`src/rtl/sdf_butterfly_stage.sv`:
```
// Radix-2 single-delay-feedback butterfly stage: the first half-block fills the delay line,
// the second half emits halved sums and feeds halved differences back for the next block.
module sdf_butterfly_stage #(
  parameter int unsigned INTEGER_SIZE = 8,
  parameter int unsigned FRACT_SIZE   = 8,
  parameter int unsigned DELAY        = 32,
  localparam int unsigned DATA_WIDTH  = INTEGER_SIZE + FRACT_SIZE,
  localparam int unsigned CW          = $clog2(DELAY)
) (
  input  logic                  clk,
  input  logic                  rst,
  input  logic                  valid_in,
  input  logic [DATA_WIDTH-1:0] in_r,
  input  logic [DATA_WIDTH-1:0] in_i,
  output logic                  valid_out,
  output logic [DATA_WIDTH-1:0] out_r,
  output logic [DATA_WIDTH-1:0] out_i,
  output logic                  tw_en,
  output logic [CW-1:0]         tw_index
);

  localparam int unsigned DW   = DATA_WIDTH;
  localparam int unsigned CNTW = CW + 1;

  logic [CNTW-1:0] cnt_q, cnt_d;
  logic            primed_q, primed_d;
  logic [DW-1:0]   dl_r_q [DELAY];
  logic [DW-1:0]   dl_i_q [DELAY];
  logic [DW-1:0]   dl_r_d [DELAY];
  logic [DW-1:0]   dl_i_d [DELAY];
  logic [DW-1:0]   out_r_q, out_r_d;
  logic [DW-1:0]   out_i_q, out_i_d;
  logic            valid_q, valid_d;
  logic            tw_en_q, tw_en_d;
  logic [CW-1:0]   tw_index_q, tw_index_d;

  logic [DW-1:0]   fb_r, fb_i;
  logic [DW:0]     sum_r, sum_i, dif_r, dif_i;

  // Butterfly arithmetic one bit wider so the halved result can never overflow.
  always_comb begin
    fb_r  = dl_r_q[DELAY-1];
    fb_i  = dl_i_q[DELAY-1];
    sum_r = {fb_r[DW-1], fb_r} + {in_r[DW-1], in_r};
    sum_i = {fb_i[DW-1], fb_i} + {in_i[DW-1], in_i};
    dif_r = {fb_r[DW-1], fb_r} - {in_r[DW-1], in_r};
    dif_i = {fb_i[DW-1], fb_i} - {in_i[DW-1], in_i};
  end

  always_comb begin
    cnt_d      = cnt_q;
    primed_d   = primed_q;
    dl_r_d     = dl_r_q;
    dl_i_d     = dl_i_q;
    out_r_d    = out_r_q;
    out_i_d    = out_i_q;
    valid_d    = 1'b0;
    tw_en_d    = 1'b0;
    tw_index_d = tw_index_q;
    if (valid_in) begin
      cnt_d = cnt_q + CNTW'(1);
      for (int i = 1; i < int'(DELAY); i++) begin
        dl_r_d[i] = dl_r_q[i-1];
        dl_i_d[i] = dl_i_q[i-1];
      end
      if (!cnt_q[CW]) begin
        // Fill: emit the previous block's difference term, store the new sample.
        dl_r_d[0]  = in_r;
        dl_i_d[0]  = in_i;
        out_r_d    = fb_r;
        out_i_d    = fb_i;
        tw_en_d    = 1'b1;
        tw_index_d = cnt_q[CW-1:0];
        valid_d    = primed_q;
      end else begin
        dl_r_d[0]  = dif_r[DW:1];
        dl_i_d[0]  = dif_i[DW:1];
        out_r_d    = sum_r[DW:1];
        out_i_d    = sum_i[DW:1];
        tw_en_d    = 1'b0;
        tw_index_d = '0;
        primed_d   = 1'b1;
        valid_d    = 1'b1;
      end
    end
  end

  always_ff @(posedge clk or negedge rst) begin
    if (!rst) begin
      cnt_q      <= '0;
      primed_q   <= 1'b0;
      out_r_q    <= '0;
      out_i_q    <= '0;
      valid_q    <= 1'b0;
      tw_en_q    <= 1'b0;
      tw_index_q <= '0;
      for (int i = 0; i < int'(DELAY); i++) begin
        dl_r_q[i] <= '0;
        dl_i_q[i] <= '0;
      end
    end else begin
      cnt_q      <= cnt_d;
      primed_q   <= primed_d;
      out_r_q    <= out_r_d;
      out_i_q    <= out_i_d;
      valid_q    <= valid_d;
      tw_en_q    <= tw_en_d;
      tw_index_q <= tw_index_d;
      for (int i = 0; i < int'(DELAY); i++) begin
        dl_r_q[i] <= dl_r_d[i];
        dl_i_q[i] <= dl_i_d[i];
      end
    end
  end

  assign valid_out = valid_q;
  assign out_r     = out_r_q;
  assign out_i     = out_i_q;
  assign tw_en     = tw_en_q;
  assign tw_index  = tw_index_q;

endmodule

```
`config.mk`:
```
export PLATFORM = sky130hd
export DESIGN_NAME = sdf_butterfly_stage
export DESIGN_NICKNAME = d
export VERILOG_FILES = /design/src/rtl/sdf_butterfly_stage.sv
export SDC_FILE = /design/constraint.sdc
export NUM_CORES = 1
export LEC_CHECK = 0
export ABC_CLOCK_PERIOD_IN_PS = 2700
export CORE_MARGIN = 4
export CORE_UTILIZATION = 55
export DETAILED_ROUTE_END_ITERATION = 16
export GPL_TIMING_DRIVEN = 0
export PLACE_DENSITY = 0.76
export SLEW_MARGIN = 0
export SYNTH_ARGS = -nofsm -noshare
export SYNTH_HDL_FRONTEND = slang
export SYNTH_SLANG_ARGS = --single-unit
```
`constraint.sdc`:
```
create_clock -name clk -period 2.7 [get_ports clk]
set_clock_uncertainty 0.1 [all_clocks]
set_input_delay 0.675 -clock clk [delete_from_list [all_inputs] [get_ports clk]]
set_output_delay 0.675 -clock clk [all_outputs]
set_load 0.05 [all_outputs]
```
; ---- Word level (Yosys, flattened, before mapping)
; Index checks and enable logic that the tools add are counted.
[op_classes]
n_addsub = 5
muxes = 9
[op_table]
columns = operator, n
row1 = $mux 16, 4
row2 = $add 16x16->17, 2
row3 = $sub 16x16->17, 2
row4 = $add 6x1->6 const B, 1
row5 = $mux 5, 1
row6 = $mux 1, 4
[word_totals]
register_bits = 1070

; ---- Logic depth before layout (Yosys ltp)
; Gate-level depths: netlist (run 1).
[depth]
depth_word = 2
ltp_mapped = 10

; ---- Worst setup path before layout (run 1)
; No wires, ideal clock.
[synth_path]
path_kind = input port to flip-flop
startpoint = input port in_r[2]
endpoint = register out_r_q[12], in the netlist out_r[12]
setup_ps = 127
t_arrival_ps = 2422
t_required_ps = 2473
path_slack_ps = 50
path_stages = 10
path_cell_list = inv_1 ha_1 clkbuf_2 and4bb_2 o311ai_2 a311oi_1 o21ai_1 o31ai_1 nor3_1 nand3b_1
[synth_via]
elab_chain_cells = 2
[synth_lines]
columns = item, line
row1 = from (decl), 13  ; input logic [DATA_WIDTH-1:0] in_r,
row2 = $add 16x16->17, 44  ; sum_r = {fb_r[DW-1], fb_r} + {in_r[DW-1], in_r};
row3 = $mux 16, 66  ; if (!cnt_q[CW]) begin
row4 = to (signal assigned), 104  ; out_r_q <= out_r_d;
row5 = to (decl), 31  ; logic [DW-1:0] out_r_q, out_r_d;
; Every way passes these cells.
; A chain may end at the register's enable or synchronous reset.

; ---- Worst setup path after layout (run 1)
[layout_path]
startpoint = register out_i_q[4], in the netlist out_i[4]
endpoint = output port out_i[4]
[layout_lines]
columns = item, line
row1 = from (decl), 32  ; logic [DW-1:0] out_i_q, out_i_d;
row2 = from (signal assigned), 105  ; out_i_q <= out_i_d;
row3 = to (decl), 17  ; output logic [DATA_WIDTH-1:0] out_i,
; No word-level cell between the ends.

==> results.py, run 1 <==
metrics = {
    "route": {
        "via_per_inst": 5.53,
        "wire_per_inst_um": 20.0,
        "drt_iter0_drc": 1304,
        "routed_wl_um": 83600,
        "drc_errors": 0,
        "drt-pass1-iter-count": 5,
        "final_antenna_net_count": 0,
        "num_vias": 23123,
    },
    "worst_setup_path": {
        "path_cells": "clkdlybuf4s50_1",
        "r2r_slack_ns": 0.03,
        "end_kind": "primary output",
        "worstPathArrival_ns": 1.89,
        "worstSetupPathType": "reg2out",
        "critPathMaxStageDelay_ns": 0.83,
        "worstSetupStartpointType": "flip-flop",
        "critPathSlowestCell": "clkdlybuf4s50_1",
        "worstPathRequired_ns": 1.92,
        "worst-path-buf-inv": 1,
        "cp_top_family": "buffers and inverters",
        "cp_max_fo": 2,
    },
    "floorplanning": {
        "rows": 102,
        "die_area_um2": 82600,
        "core_area_um2": 77500,
        "dieHeight_um": 287,
        "fp.dieW_um": 287,
        "start_util": 0.554,
        "pin_count": 74,
    },
    "logic_synthesis": {
        "netlist_instances": 2858,
        "avgSynthCellArea_um2": 15.0,
        "syn_area_um2": 42900,
        "synthFlopType": "dfrtp_1",
        "synth_fa_ha_area_frac": 0.0196,
        "synth_top_family_by_area": "multiplexers",
        "yosys.area.top_type_share": 0.624,
        "synth_top_cells_by_area": "dfrtp_1, mux2_2, ha_1",
        "postSynth.asyncResetShare": 1.00,
        "synth-edff-count": 0,
        "yosysUniqueCellTypes": 65,
        "ys_warn_count": 0,
        "yosys.area_share.simple": 0.0240,
        "synth_top_cell_by_area": "dfrtp_1",
        "synth-xor-area-share": 0.00939,
        "syn_nets": 2958,
        "synthMuxAreaShare": 0.268,
        "synth_compound_area_frac": 0.0344,
        "ys_ff_latch": 1070,
        "ys_seq_area_frac": 0.624,
    },
    "clocking": {
        "cts_root_buf": "clkbuf_16",
        "ctsLongestPathBuffers": 3,
        "clkSinkCount": 1070,
        "clk_latency_ns": 0.67,
        "cts_tree": "yes",
        "cts_buffers": 106,
        "h-tree-depth": 3,
        "path_clk_slew_ns": 0.06,
    },
    "place": {
        "dp_slack_ns": -1.25,
        "place_congestion": 0.872,
        "portBuffers": 72,
        "dp_hpwl_um": 57800,
    },
    "sta": {
        "drv_slew": 0,
        "clock.fmax_ghz": 0.375,
        "post-route-min-period_ns": 2.67,
        "setup_ws_ns": 0.0327,
        "rsz0062_at_grt": "yes",
        "hold_viol_final": 88,
        "tightest_slew_ns": 0.983,
        "setup_viol": 0,
        "fin_crit_sh": 0.988,
        "slew_headroom": 0.345,
        "finalHoldWorstSlack_ns": -0.184,
    },
    "flow_run": {
        "maxCapViolCount": 0,
    },
    "hold_path": {
        "worstHoldPathType": "in2async",
    },
    "layout": {
        "post-route-util": 0.634,
        "drive_gt1_frac": 0.423,
        "layout.nets": 3152,
        "syn_to_final_growth_pct": 14.5,
    },
    "global_route": {
        "grt_pass1_vias": 24976,
        "grt_util_all_layers": 0.206,
        "antenna_found_initial": 3,
        "grt_first_pass_wirelength_um": 138000,
        "grt_overflow": 0,
        "grt_max_degree": 140,
    },
    "power_and_ir_drop": {
        "p_per_area_nw_per_um2": 1080,
        "power.leakage_nw": 21.9,
        "peakVddDrop_uv": 547,
    },
    "outcome": {
        "status": "complete, but fails checks",
        "violations": "hold timing",
    },
}
## worst paths after layout
| kind | to | startpoint | depth (start not counted) |
|---|---|---|---|
| max | out_i[4] | out_i[4]$_DFFE_PN0P_ | 1 |
| min | dl_i_q[335]$_DFFE_PN0P_ | rst | 1 |
| max reg2reg | out_i[10]$_DFFE_PN0P_ | fb_i[2]$_DFFE_PN0P_ | 9 |
| min reg2reg | primed_q$_DFFE_PN0P_ | primed_q$_DFFE_PN0P_ | 1 |
| max in group asynchronous | dl_r_q[302]$_DFFE_PN0P_ | rst | 5 |
| min in group clk | dl_i_q[498]$_DFFE_PN0P_ | in_i[2] | 3 |
## through the flow
stage | instances | power, W | hold WS (ns) | area [um^2] | TNS, ns
after detailed placement | 3979 | 0.0384 | 0.362 | 45200 | -909.59
after global routing | 4177 | 0.0560 | -0.172 | 49100 | -0.0291
after global placement | 3970 | 0.0376 | 0.354 | 45000 | -
final | 4179 | 0.0530 | -0.184 | 49100 | 0
after CTS | 4174 | 0.0535 | -0.106 | 48900 | 0
after floorplan | 2858 | 0.0341 | 0.279 | 42900 | 0
## layer usage
layer	GRT usage	wire length, um
met1	0.293	38200
met2	0.330	39700
met3	0.0362	3870
met4	0.0570	1750
met5	0	10
## cell usage in the layout, fill, tap and decap left out, types with 13 or more instances in the layout
cell type and instances:
dlygate4sd2_1 18, mux2i_1 18, buf_2 64, nor2_1 76
nor2b_1 25, inv_1 60, nor3_1 13, ha_1 57
o21ai_0 32, dfrtp_1 1067, clkbuf_8 30, a21oi_1 73
nand2_1 29, clkdlybuf4s50_1 44, xor2_1 13, mux2_2 1002
clkbuf_16 107, clkbuf_1 96, xnor2_1 31, nand3_1 25
clkinv_2 17
## power by group
part	internal (W)	switching, W
sequential	0.0231	0.00418
clock	0.00865	0.00608
combinational	0.00639	0.00468
## synthesized netlist by cell type (all sizes together) (4+ instances only)
| master | number |
|---|---|
| dfrtp | 1070 |
| a21oi | 79 |
| xnor2 | 33 |
| inv | 64 |
| mux2 | 1002 |
| a31o | 5 |
| a31oi | 11 |
| o31ai | 6 |
| o221ai | 10 |
| buf | 75 |
| fa | 4 |
| ha | 61 |
| mux2i | 21 |
| a311o | 8 |
| o21ai | 44 |
| clkbuf | 81 |
| nor2 | 79 |
| xor2 | 13 |
| o211ai | 7 |
| nor2b | 29 |
| nand2b | 6 |
| nand3 | 26 |
| a211oi | 5 |
| o21a | 7 |
| nor3 | 13 |
| o21bai | 7 |
| a21o | 9 |
| nand3b | 4 |
| nand4 | 8 |
| nand2 | 29 |
## sequential cells by signal (all words and copies together), names as in the netlist
| signal | cells |
|---|---|
| dl_i_q | 496 |
| dl_r_q | 496 |
| fb_i | 16 |
| fb_r | 16 |
| out_i | 16 |
| out_r | 16 |
| cnt_q | 6 |
| tw_index | 5 |
| primed_q | 1 |
| tw_en | 1 |
| valid_out | 1 |
## logic make-up (layout without fill, tap and decap cells)
group           count (synthesis)  in the layout
compound gates                223            223
fa+ha+maj                      65             65
simple gates                  211            211
xor+xnor                       46             46
flops                        1070           1070
other cells                     0              2
mux                          1023           1023
buf+inv                       220            499
## cell type report
| type | instances | area (um^2) |
|---|---|---|
| diodes | 2 | 5.00 |
| plain buffers | 153 | 667 |
| clock buffers | 158 | 3150 |
| clock inverters | 35 | 420 |
| fillers | 5500 | 28300 |
| inverters | 64 | 240 |
| multi-input cells | 1568 | 15500 |
| flip-flops and latches | 1070 | 26800 |
| well taps | 1040 | 1300 |
| repair buffers | 89 | 1050 |
## repair_timing
item / in CTS / in global routing
endpoints found under the setup margin: 666 / 252
cloned: 0 / 1
hold endpoints to repair: 88 / 88
buffers inserted: 2 / 5
resized for setup: 51 / 52
pin swaps: 8 / 19
(Power assumes the default switching activity.)
==> run 2, diff against run 1 <==
==> constraint.sdc (replaced) <==
create_clock -name clk -period 2.7 [get_ports clk]
set_clock_uncertainty 0.1 [all_clocks]
set_input_delay 0.27 -clock clk [delete_from_list [all_inputs] [get_ports clk]]
set_output_delay 0.27 -clock clk [all_outputs]
set_load 0.05 [all_outputs]
==> run 2 against run 1 <==
Against the previous run:
- the run still ends with hold timing left
- highest routed layer unchanged
- clock-buffer cell count did not move
- non-clock buffer count rose by 2
- via count about the same
- sequential power about the same
- first-iteration DRC count shrank 1.9%
- global-route usage is essentially flat
- maximum frequency shrank 0.65%
==> results.py, run 2 (same netlist as run 1, synthesis figures left out) <==
metrics = {
    "outcome": {
        "status": "complete, but fails checks",
        "violations": "hold timing",
    },
    "floorplanning": {
        "die_area_um2": 82600,
        "core_area_um2": 77500,
        "pin_count": 74,
        "fp.dieW_um": 287,
        "start_util": 0.554,
        "dieHeight_um": 287,
        "rows": 102,
    },
    "worst_setup_path": {
        "path_cells": "ha_4 -> and4bb_2 -> o311ai_2 -> a311oi_2 -> o21ai_2 -> buf_4 -> nand2_1 -> xor2_1 -> o221ai_1",
        "cp_max_fo": 8,
        "critPathMaxStageDelay_ns": 0.46,
        "worstPathRequired_ns": 3.09,
        "worstSetupPathType": "reg2reg",
        "critPathSlowestCell": "dfrtp_1",
        "worstSetupStartpointType": "flip-flop",
        "worstPathArrival_ns": 3.08,
        "end_kind": "flip-flop",
    },
    "place": {
        "portBuffers": 72,
        "place_congestion": 0.872,
        "dp_hpwl_um": 57800,
        "dp.cells": 3979,
        "dp_slack_ns": -0.848,
    },
    "sta": {
        "tns_ns": 0,
        "setup_viol": 0,
        "tightest_slew_ns": 0.987,
        "clock.fmax_ghz": 0.372,
        "slew_headroom": 0.342,
        "hold_viol_final": 91,
        "post-route-min-period_ns": 2.68,
        "finalHoldWorstSlack_ns": -0.518,
        "fin_crit_sh": 0.994,
        "rsz0062_at_grt": "yes",
        "setup_ws_ns": 0.0152,
        "drv_slew": 0,
    },
    "power_and_ir_drop": {
        "power.leakage_nw": 21.8,
        "finalPower_w": 0.0530,
        "peakVddDrop_uv": 547,
        "p_per_area_nw_per_um2": 1080,
    },
    "global_route": {
        "grt_pass1_vias": 24958,
        "grt_util_all_layers": 0.205,
        "grt_first_pass_wirelength_um": 138000,
        "antenna_found_initial": 2,
        "grt_overflow": 0,
        "grt_max_degree": 140,
    },
    "layout": {
        "layout_commonest_cell": "dfrtp_1",
        "layout.nets": 3154,
        "drive_gt1_frac": 0.419,
        "mostFrequentLayoutCells": "dfrtp_1, mux2_2, clkbuf_16, clkbuf_1, nor2_1",
        "syn_to_final_growth_pct": 14.3,
        "reg.largest.list": "dl_i_q: 496 flops, dl_r_q: 496 flops",
        "finalNonFillerCells": 4180,
    },
    "clocking": {
        "clkSinkCount": 1070,
        "cts_tree": "yes",
        "clk_latency_ns": 0.67,
        "path_clk_slew_ns": 0.06,
        "cts_root_buf": "clkbuf_16",
        "ctsLongestPathBuffers": 3,
        "cts_buffers": 106,
        "h-tree-depth": 3,
    },
    "route": {
        "num_vias": 23107,
        "drt-pass1-iter-count": 5,
        "drt_iter0_drc": 1279,
        "via_per_inst": 5.53,
        "routed_wl_um": 83300,
        "drc_errors": 0,
        "final_antenna_net_count": 0,
        "wire_per_inst_um": 19.9,
    },
    "hold_path": {
        "worstHoldPathType": "in2async",
    },
    "flow_run": {
        "maxCapViolCount": 0,
    },
}
run 2: cell count changes in the layout (fill, tap and decap cells not counted), sizes merged:
cell	previous run	this run
buf	91	92
clkbuf	238	239
clkdlybuf4s15	2	0
clkdlybuf4s50	44	71
diode	2	1
dlygate4sd2	18	0
dlymetal6s2s	7	0
run 2: power breakdown:
part | switching, W | internal [W] | total, W
Clock | 0.00607 | 0.00865 | 0.0147
Sequential | 0.00417 | 0.0231 | 0.0272
Combinational | 0.00466 | 0.00643 | 0.0111
Total | 0.0149 | 0.0381 | 0.0530
run 2: critical path, delay by kind of cell, from the launching register on:
family                   cells  cell delay, ns
buffers and inverters        1            0.16
AND/OR/NAND/NOR              2            0.31
XOR/XNOR                     1            0.18
flip-flops                   1            0.46
adder cells (fa/ha/maj)      1            0.33
AO/OA/AOI/OAI                4            0.97
run 2: area by class of cell:
class                      instances  area, um^2
clock inverter                    35         420
fill                            5497       28400
timing repair buffer              89        1030
tap                             1040        1300
multi-input combinational       1568       15500
antenna                            1        2.50
buffer                           155         676
inverter                          64         240
sequential                      1070       26800
clock buffer                     158        3150
run 2: per-layer routing:
metal	wire length [um]	track usage	vias up	part of all wire
li1	-	-	10516	-
met1	38300	0.292	12078	0.46
met2	39800	0.330	382	0.48
met3	3560	0.0362	129	0.043
met4	1710	0.0571	2	0.021
met5	10	0	-	0.00012
run 2: path summary, 6_finish.rpt:
check,start,cells after the start,to,slack [ns]
setup / recovery,fb_i[2]$_DFFE_PN0P_,9,out_i[10]$_DFFE_PN0P_,0.02
max in group asynchronous,rst,5,dl_r_q[230]$_DFFE_PN0P_,0.54
hold / removal,rst,1,dl_i_q[335]$_DFFE_PN0P_,-0.52
setup reg to reg,fb_i[2]$_DFFE_PN0P_,9,out_i[10]$_DFFE_PN0P_,0.02
min in group clk,in_i[2],3,dl_i_q[498]$_DFFE_PN0P_,0.24
hold reg to reg,primed_q$_DFFE_PN0P_,1,primed_q$_DFFE_PN0P_,0.39
run 2: metrics by stage:
step / hold WS (ns) / utilization / instance area [um^2]
after floorplan: -0.126 / - / 42900
after global placement: 0.354 / 0.580 / 45000
after global routing: -0.487 / 0.633 / 49100
final: -0.518 / 0.633 / 49100
after CTS: -0.511 / 0.631 / 48800
after detailed placement: 0.201 / 0.584 / 45200
run 2: what timing repair did:
item	in CTS	in global routing
buffers inserted	1	7
endpoints found under the setup margin	209	23
gates resized for setup	15	42
hold endpoints to repair	88	88
pin swaps	4	23
